[config.mk]
export PLATFORM = sky130hd
export DESIGN_NAME = bram_uart_dump
export DESIGN_NICKNAME = d
export VERILOG_FILES = /design/src/rtl/audio_pkg.sv /design/src/rtl/uart_tx_core.sv /design/src/rtl/bram_uart_dump.sv
export SDC_FILE = /design/constraint.sdc
export NUM_CORES = 1
export LEC_CHECK = 0
export BUFFER_PORTS_ARGS = -buffer_cell sky130_fd_sc_hd__clkbuf_2
export CELL_PAD_IN_SITES_DETAIL_PLACEMENT = 1
export CELL_PAD_IN_SITES_GLOBAL_PLACEMENT = 2
export CORE_UTILIZATION = 33
export DETAILED_ROUTE_END_ITERATION = 16
export PLACE_DENSITY_LB_ADDON = 0.1
export SLEW_MARGIN = 5
export SYNTH_ARGS = -nofsm -noshare
export SYNTH_HDL_FRONTEND = slang
export SYNTH_SLANG_ARGS = --single-unit
[constraint.sdc]
create_clock -name clk_in -period 2.6 [get_ports clk_in]
set_clock_uncertainty 0.2 [all_clocks]
set_input_delay 0.13 -clock clk_in [delete_from_list [all_inputs] [get_ports clk_in]]
set_output_delay 0.13 -clock clk_in [all_outputs]
set_load 0.005 [all_outputs]
[src/rtl/audio_pkg.sv]
// audio_pkg: shared types and constants
// for the audio BRAM / UART datapath.
package audio_pkg;

  localparam int BRAM_WIDTH    = 8;
  localparam int RAM_DEPTH_DEF = 40_000;

  typedef enum logic [1:0] {
    IDLE,
    FETCH,
    SEND,
    FINISH
  } dump_state_e;

  function automatic int baud_div(
    input int clk_hz,
    input int baud
  );
    return clk_hz / baud;
  endfunction

endpackage

[src/rtl/uart_tx_core.sv]
// uart_tx_core: 8N1 transmitter, LSB first.
// The line comes straight from tx_q.
module uart_tx_core #(
  parameter int BAUD_DIV = 868
) (
  input  logic       clk_in,
  input  logic       rst_in,
  input  logic       load_i,
  input  logic [7:0] data_i,
  output logic       frame_done_o,
  output logic       tx_o
);

  localparam int CW = $clog2(BAUD_DIV + 1);
  localparam logic [CW-1:0] CNT_MAX =
    CW'(BAUD_DIV - 1);

  logic          active_q;
  logic [CW-1:0] cnt_q;
  logic [3:0]    bit_q;
  logic [9:0]    shift_q;
  logic          tx_q;
  logic          bit_end;

  assign bit_end = active_q &&
                   (cnt_q == CNT_MAX);

  // Combinational so the sequencer can act
  // on the very edge the stop bit ends.
  assign frame_done_o = bit_end &&
                        (bit_q == 4'd9);
  assign tx_o = tx_q;

  // Bit timing: shift_q[0] is the bit on the line, tx_q mirrors it.
  always_ff @(posedge clk_in or negedge rst_in) begin
    if (!rst_in) begin
      active_q <= 1'b0;
      cnt_q    <= '0;
      bit_q    <= '0;
      shift_q  <= '1;
      tx_q     <= 1'b1;
    end else if (load_i && !active_q) begin
      active_q <= 1'b1;
      cnt_q    <= '0;
      bit_q    <= '0;
      shift_q  <= {1'b1, data_i, 1'b0};
      tx_q     <= 1'b0;
    end else if (bit_end) begin
      cnt_q <= '0;
      if (bit_q == 4'd9) begin
        active_q <= 1'b0;
      end else begin
        tx_q    <= shift_q[1];
        shift_q <= {1'b1, shift_q[9:1]};
        bit_q   <= bit_q + 4'd1;
      end
    end else if (active_q) begin
      cnt_q <= cnt_q + CW'(1);
    end
  end

endmodule

[src/rtl/bram_uart_dump.sv]
// bram_uart_dump: streams BRAM samples
// out over UART, one 8N1 frame each.
module bram_uart_dump
  import audio_pkg::*;
#(
  parameter int INPUT_CLOCK_FREQ = 100_000_000,
  parameter int BAUD_RATE        = 115_200,
  parameter int RAM_DEPTH        = RAM_DEPTH_DEF,
  parameter int ADDR_WIDTH       = $clog2(RAM_DEPTH),
  parameter int READ_LATENCY     = 2
) (
  input  logic                  clk_in,
  input  logic                  rst_in,
  input  logic                  start_in,
  input  logic                  abort_in,
  input  logic [ADDR_WIDTH:0]   len_in,
  output logic [ADDR_WIDTH-1:0] bram_addr_out,
  input  logic [BRAM_WIDTH-1:0] bram_data_in,
  output logic                  busy_out,
  output logic                  done_out,
  output logic                  tx_wire_out
);

  localparam int BAUD_DIV =
    baud_div(INPUT_CLOCK_FREQ, BAUD_RATE);
  localparam logic [ADDR_WIDTH:0] DEPTH =
    (ADDR_WIDTH + 1)'(RAM_DEPTH);
  localparam logic [ADDR_WIDTH:0] ONE =
    (ADDR_WIDTH + 1)'(1);
  localparam logic [1:0] LAT =
    2'(READ_LATENCY);

  dump_state_e           state_q;
  logic [ADDR_WIDTH-1:0] addr_q;
  logic [ADDR_WIDTH:0]   len_q;
  logic [ADDR_WIDTH:0]   len_clamp;
  logic [1:0]            wait_q;
  logic                  abort_q;
  logic                  busy_q;
  logic                  done_q;
  logic                  load;
  logic                  frame_done;
  logic                  last;

  assign len_clamp = (len_in > DEPTH) ?
                     DEPTH : len_in;

  // wait_q reaches LAT on the edge where
  // dout belongs to the current addr_q.
  assign load = (state_q == FETCH) &&
                (wait_q == LAT);

  assign last = ({1'b0, addr_q} ==
                 (len_q - ONE));

  assign bram_addr_out = addr_q;
  assign busy_out      = busy_q;
  assign done_out      = done_q;

  uart_tx_core #(
    .BAUD_DIV (BAUD_DIV)
  ) u_tx (
    .clk_in       (clk_in),
    .rst_in       (rst_in),
    .load_i       (load),
    .data_i       (bram_data_in),
    .frame_done_o (frame_done),
    .tx_o         (tx_wire_out)
  );

  // Dump sequencer: fetch, send, repeat until last sample or abort.
  always_ff @(posedge clk_in or negedge rst_in) begin
    if (!rst_in) begin
      state_q <= IDLE;
      addr_q  <= '0;
      len_q   <= '0;
      wait_q  <= '0;
      abort_q <= 1'b0;
      busy_q  <= 1'b0;
      done_q  <= 1'b0;
    end else begin
      unique case (state_q)
        IDLE: begin
          done_q  <= 1'b0;
          abort_q <= 1'b0;
          if (start_in) begin
            len_q  <= len_clamp;
            addr_q <= '0;
            wait_q <= '0;
            if (len_clamp == '0) begin
              state_q <= FINISH;
              done_q  <= 1'b1;
            end else begin
              state_q <= FETCH;
              busy_q  <= 1'b1;
            end
          end
        end
        FETCH: begin
          abort_q <= abort_q | abort_in;
          if (load) begin
            state_q <= SEND;
          end else begin
            wait_q <= wait_q + 2'd1;
          end
        end
        SEND: begin
          abort_q <= abort_q | abort_in;
          if (frame_done) begin
            if (last || abort_q || abort_in) begin
              state_q <= FINISH;
              busy_q  <= 1'b0;
              done_q  <= 1'b1;
            end else begin
              state_q <= FETCH;
              addr_q  <= addr_q + ADDR_WIDTH'(1);
              wait_q  <= '0;
            end
          end
        end
        FINISH: begin
          abort_q <= abort_q | abort_in;
          done_q  <= 1'b0;
          state_q <= IDLE;
        end
        default: state_q <= IDLE;
      endcase
    end
  end

endmodule

==> flow_summary.yaml <==
floorplan:
  io_pins: 48
  die_h_um: 108
  die_area_sq_um: 11600
  rows: 38
  core_sq_um: 10900
  die-width_um: 108
  initial_utilization: 0.339
global_routing:
  grt_pass1_wl_mm: 18.6
  antenna_found_initial: 0
  track_usage: 0.215
  grt_overflow_total: 0
  grt_pass1_vias: 3673
  grt_max_degree: 65
route:
  wire_per_inst_um: 17.4
  drtPass1Iterations: 4
  drc: 0
  final_antenna_net_count: 0
  vias: 3419
  via_per_inst: 5.19
  routed_wl_mm: 11.4
  drtIter0Drc: 117
placement:
  dp_hpwl_mm: 8.30
  place_congestion: 0.791
  placed_area_sq_um: 4420
  io_buffers: 47
power_and_ir_drop:
  clkPwrFrac: 0.193
  p_seq_frac: 0.357
  power_density_nw_per_um2: 797
  p_sw_w: 0.00152
  power_w: 0.00397
  intPower_w: 0.00245
  pwr-share-comb: 0.451
  switching_share: 0.382
  leakage_nw: 2.21
  ir_drop_uv: 357
worst_setup_path:
  worstPathRequired_ns: 2.65
  worst-path-buf-inv: 0
  path_class: "register to register"
  critPathLaunchType: "register"
  critPathMaxStageDelay_ns: 0.59
  arrival_ns: 2.81
  cpMaxStageDelayCell: "or4_4"
  crit_chain: "or4_4, nor2_2, nand4b_1, a2111oi_4, nand4_4, nand3_2, nand2_2, mux2_4"
  cp_max_fo: 5
  crit_family: "simple AND/OR/NAND/NOR gates"
  crit_path_end_kind: "register"
synthesis:
  synth_cells: 395
  yosys.area.top_type: "dfrtp_1"
  yosys_warnings: 0
  syn_avg_cell_area_sq_um: 9.35
  syn_area_sq_um: 3690
  synth_edf_count: 0
  synth_fp_nets: 430
  ys_seq_area_frac: 0.437
  ys_ff_latch: 64
  synth_cell_type_count: 54
  synthFlopType: "dfrtp_1"
  yosysTopAreaCellShare: 0.373
  synth_area_leaders: "dfrtp_1, dfstp_2, xor2_1"
  synth_commonest_cells: "dfrtp_1, nor2_1, nand2_1"
  synthArstFlopShare: 1.00
timing:
  rsz0062_at_grt: "yes"
  tightest_slew_ns: 0.440
  setup_viol: 21
  fin_hold_ws_ns: 0.0443
  fmax_mhz: 362
  slew_viol_final: 0
  min_period_ns: 2.76
  layout_worst_path_cycle_share: 1.06
  finalSetupTns_ns: -2.20
  hold_viol: 0
  layout_setup_ws_ns: -0.160
  relSlewSlack: 0.706
clock_network:
  clk_pin_slew_ns: 0.07
  cts.htree.levels: 3
  cts.path.max_buffers: 2
  clk_latency_ns: 0.37
  cts_tree: "built"
  clock-sinks: 64
  cts-root-buf: "clkbuf_8"
  cts_made_buffers: 9
status:
  outcome: "finished with violations"
  violations: "negative setup slack"
layout:
  ff_latch_area_sq_um: 1610
  final_area_sq_um: 4980
  drive_above_1_share: 0.283
  fillCellCount: 1265
  multi_input_area_sq_um: 2110
  antennaDiodeCount: 0
  final_nets: 549
  area_growth_syn_to_layout_pct: 34.7
job:
  drv_cap: 0
min_path:
  hp-class: "input port to register"
==> cell type report <==
cell class,count,share of cell area
tap,140,0.0352
sequential,64,0.324
inverter,9,0.00679
clock inverter,1,0.00101
clock buffer,15,0.0314
timing repair buffer,122,0.178
multi-input combinational,308,0.423
==> power groups by stage <==
stage	Combinational, W	Sequential (W)	Clock [W]
global placement	0.00153	0.00142	0
global route	0.00197	0.00144	0.000836
CTS	0.00170	0.00141	0.000797
finish	0.00179	0.00141	0.000765
floorplan	0.000955	0.00140	0
detailed placement	0.00156	0.00143	0
==> worst register-to-register path: stages (launching register included) <==
cell and delay (ns):
dfrtp_1 0.40, or4_4 0.59, nor2_2 0.12, nand4b_1 0.16, a2111oi_4 0.46, nand4_4 0.18, nand3_2 0.15, nand2_2 0.09
mux2_4 0.31
==> layer usage <==
metal | up-vias | global-route usage | wire length (um) | part of all wire
met5 | - | 0 | 0 | 0
met4 | 0 | 0.113 | 303 | 0.026
met3 | 22 | 0.0345 | 235 | 0.021
met2 | 48 | 0.372 | 5910 | 0.52
met1 | 1701 | 0.256 | 4980 | 0.44
li1 | 1648 | - | - | -
==> per-stage QoR <==
step	utilization	setup WS (ns)	cells
finish	0.457	-0.160	659
global route	0.457	-0.332	659
CTS	0.449	-0.152	658
detailed placement	0.406	-0.202	616
global placement	0.406	-0.149	616
floorplan	-	-0.0365	395
==> layout by cell type, fill, tap and decap left out, drive strengths merged, types with 4 or more instances in the layout <==
cell type	instances
nand2	43
nand2b	10
a21oi	11
ha	6
clkbuf	61
o21ai	19
xor2	26
and3	5
nand4	22
dfstp	9
nor2b	5
nor2	56
nor4	6
a22oi	6
nand4b	4
inv	9
nand3	10
buf	50
xnor2	14
nor3	4
dfrtp	55
a22o	9
dlygate4sd3	26
o2111ai	4
==> worst paths after layout <==
check	from	endpoint	slack [ns]	cells past startpoint
worst max-delay path	len_q[0]$_DFFE_PN0P_	bram_addr_out[0]$_DFFE_PN0P_	-0.16	8
worst min-delay path	abort_in	bram_addr_out[3]$_DFFE_PN0P_	0.04	5
worst max register to register	len_q[0]$_DFFE_PN0P_	bram_addr_out[0]$_DFFE_PN0P_	-0.16	8
worst min register to register	u_tx.shift_q[4]$_DFFE_PN1P_	u_tx.shift_q[4]$_DFFE_PN1P_	0.26	2
max in group asynchronous	rst_in	u_tx.shift_q[8]$_DFFE_PN1P_	1.75	3
min in group asynchronous	rst_in	bram_addr_out[11]$_DFFE_PN0P_	0.11	3
==> state kept, by name, summed over array words and instances (netlist names), 2 cells and up <==
signal and count:
len_q 17, bram_addr_out 16, u_tx.cnt_q 10, u_tx.shift_q 9, u_tx.bit_q 4, state_q 2, wait_q 2
==> cell families after synthesis <==
group           Yosys count  share of synthesized area
compound gates           68                      0.128
xor+xnor                 40                     0.0948
buf+inv                  23                     0.0295
mux                       5                     0.0163
fa+ha+maj                 6                     0.0203
simple gates            189                      0.275
flops                    64                      0.437
==> repair_timing <==
item / 4_1_cts / 5_1_grt
pin swaps: 10 / 10
hold endpoints to repair: 88 / 0
hold buffers: 26 / 0
gates resized for setup: 10 / 16
setup endpoints to repair: 21 / 21
buffers inserted: 1 / 1
Power figures use the tool's default switching activity.
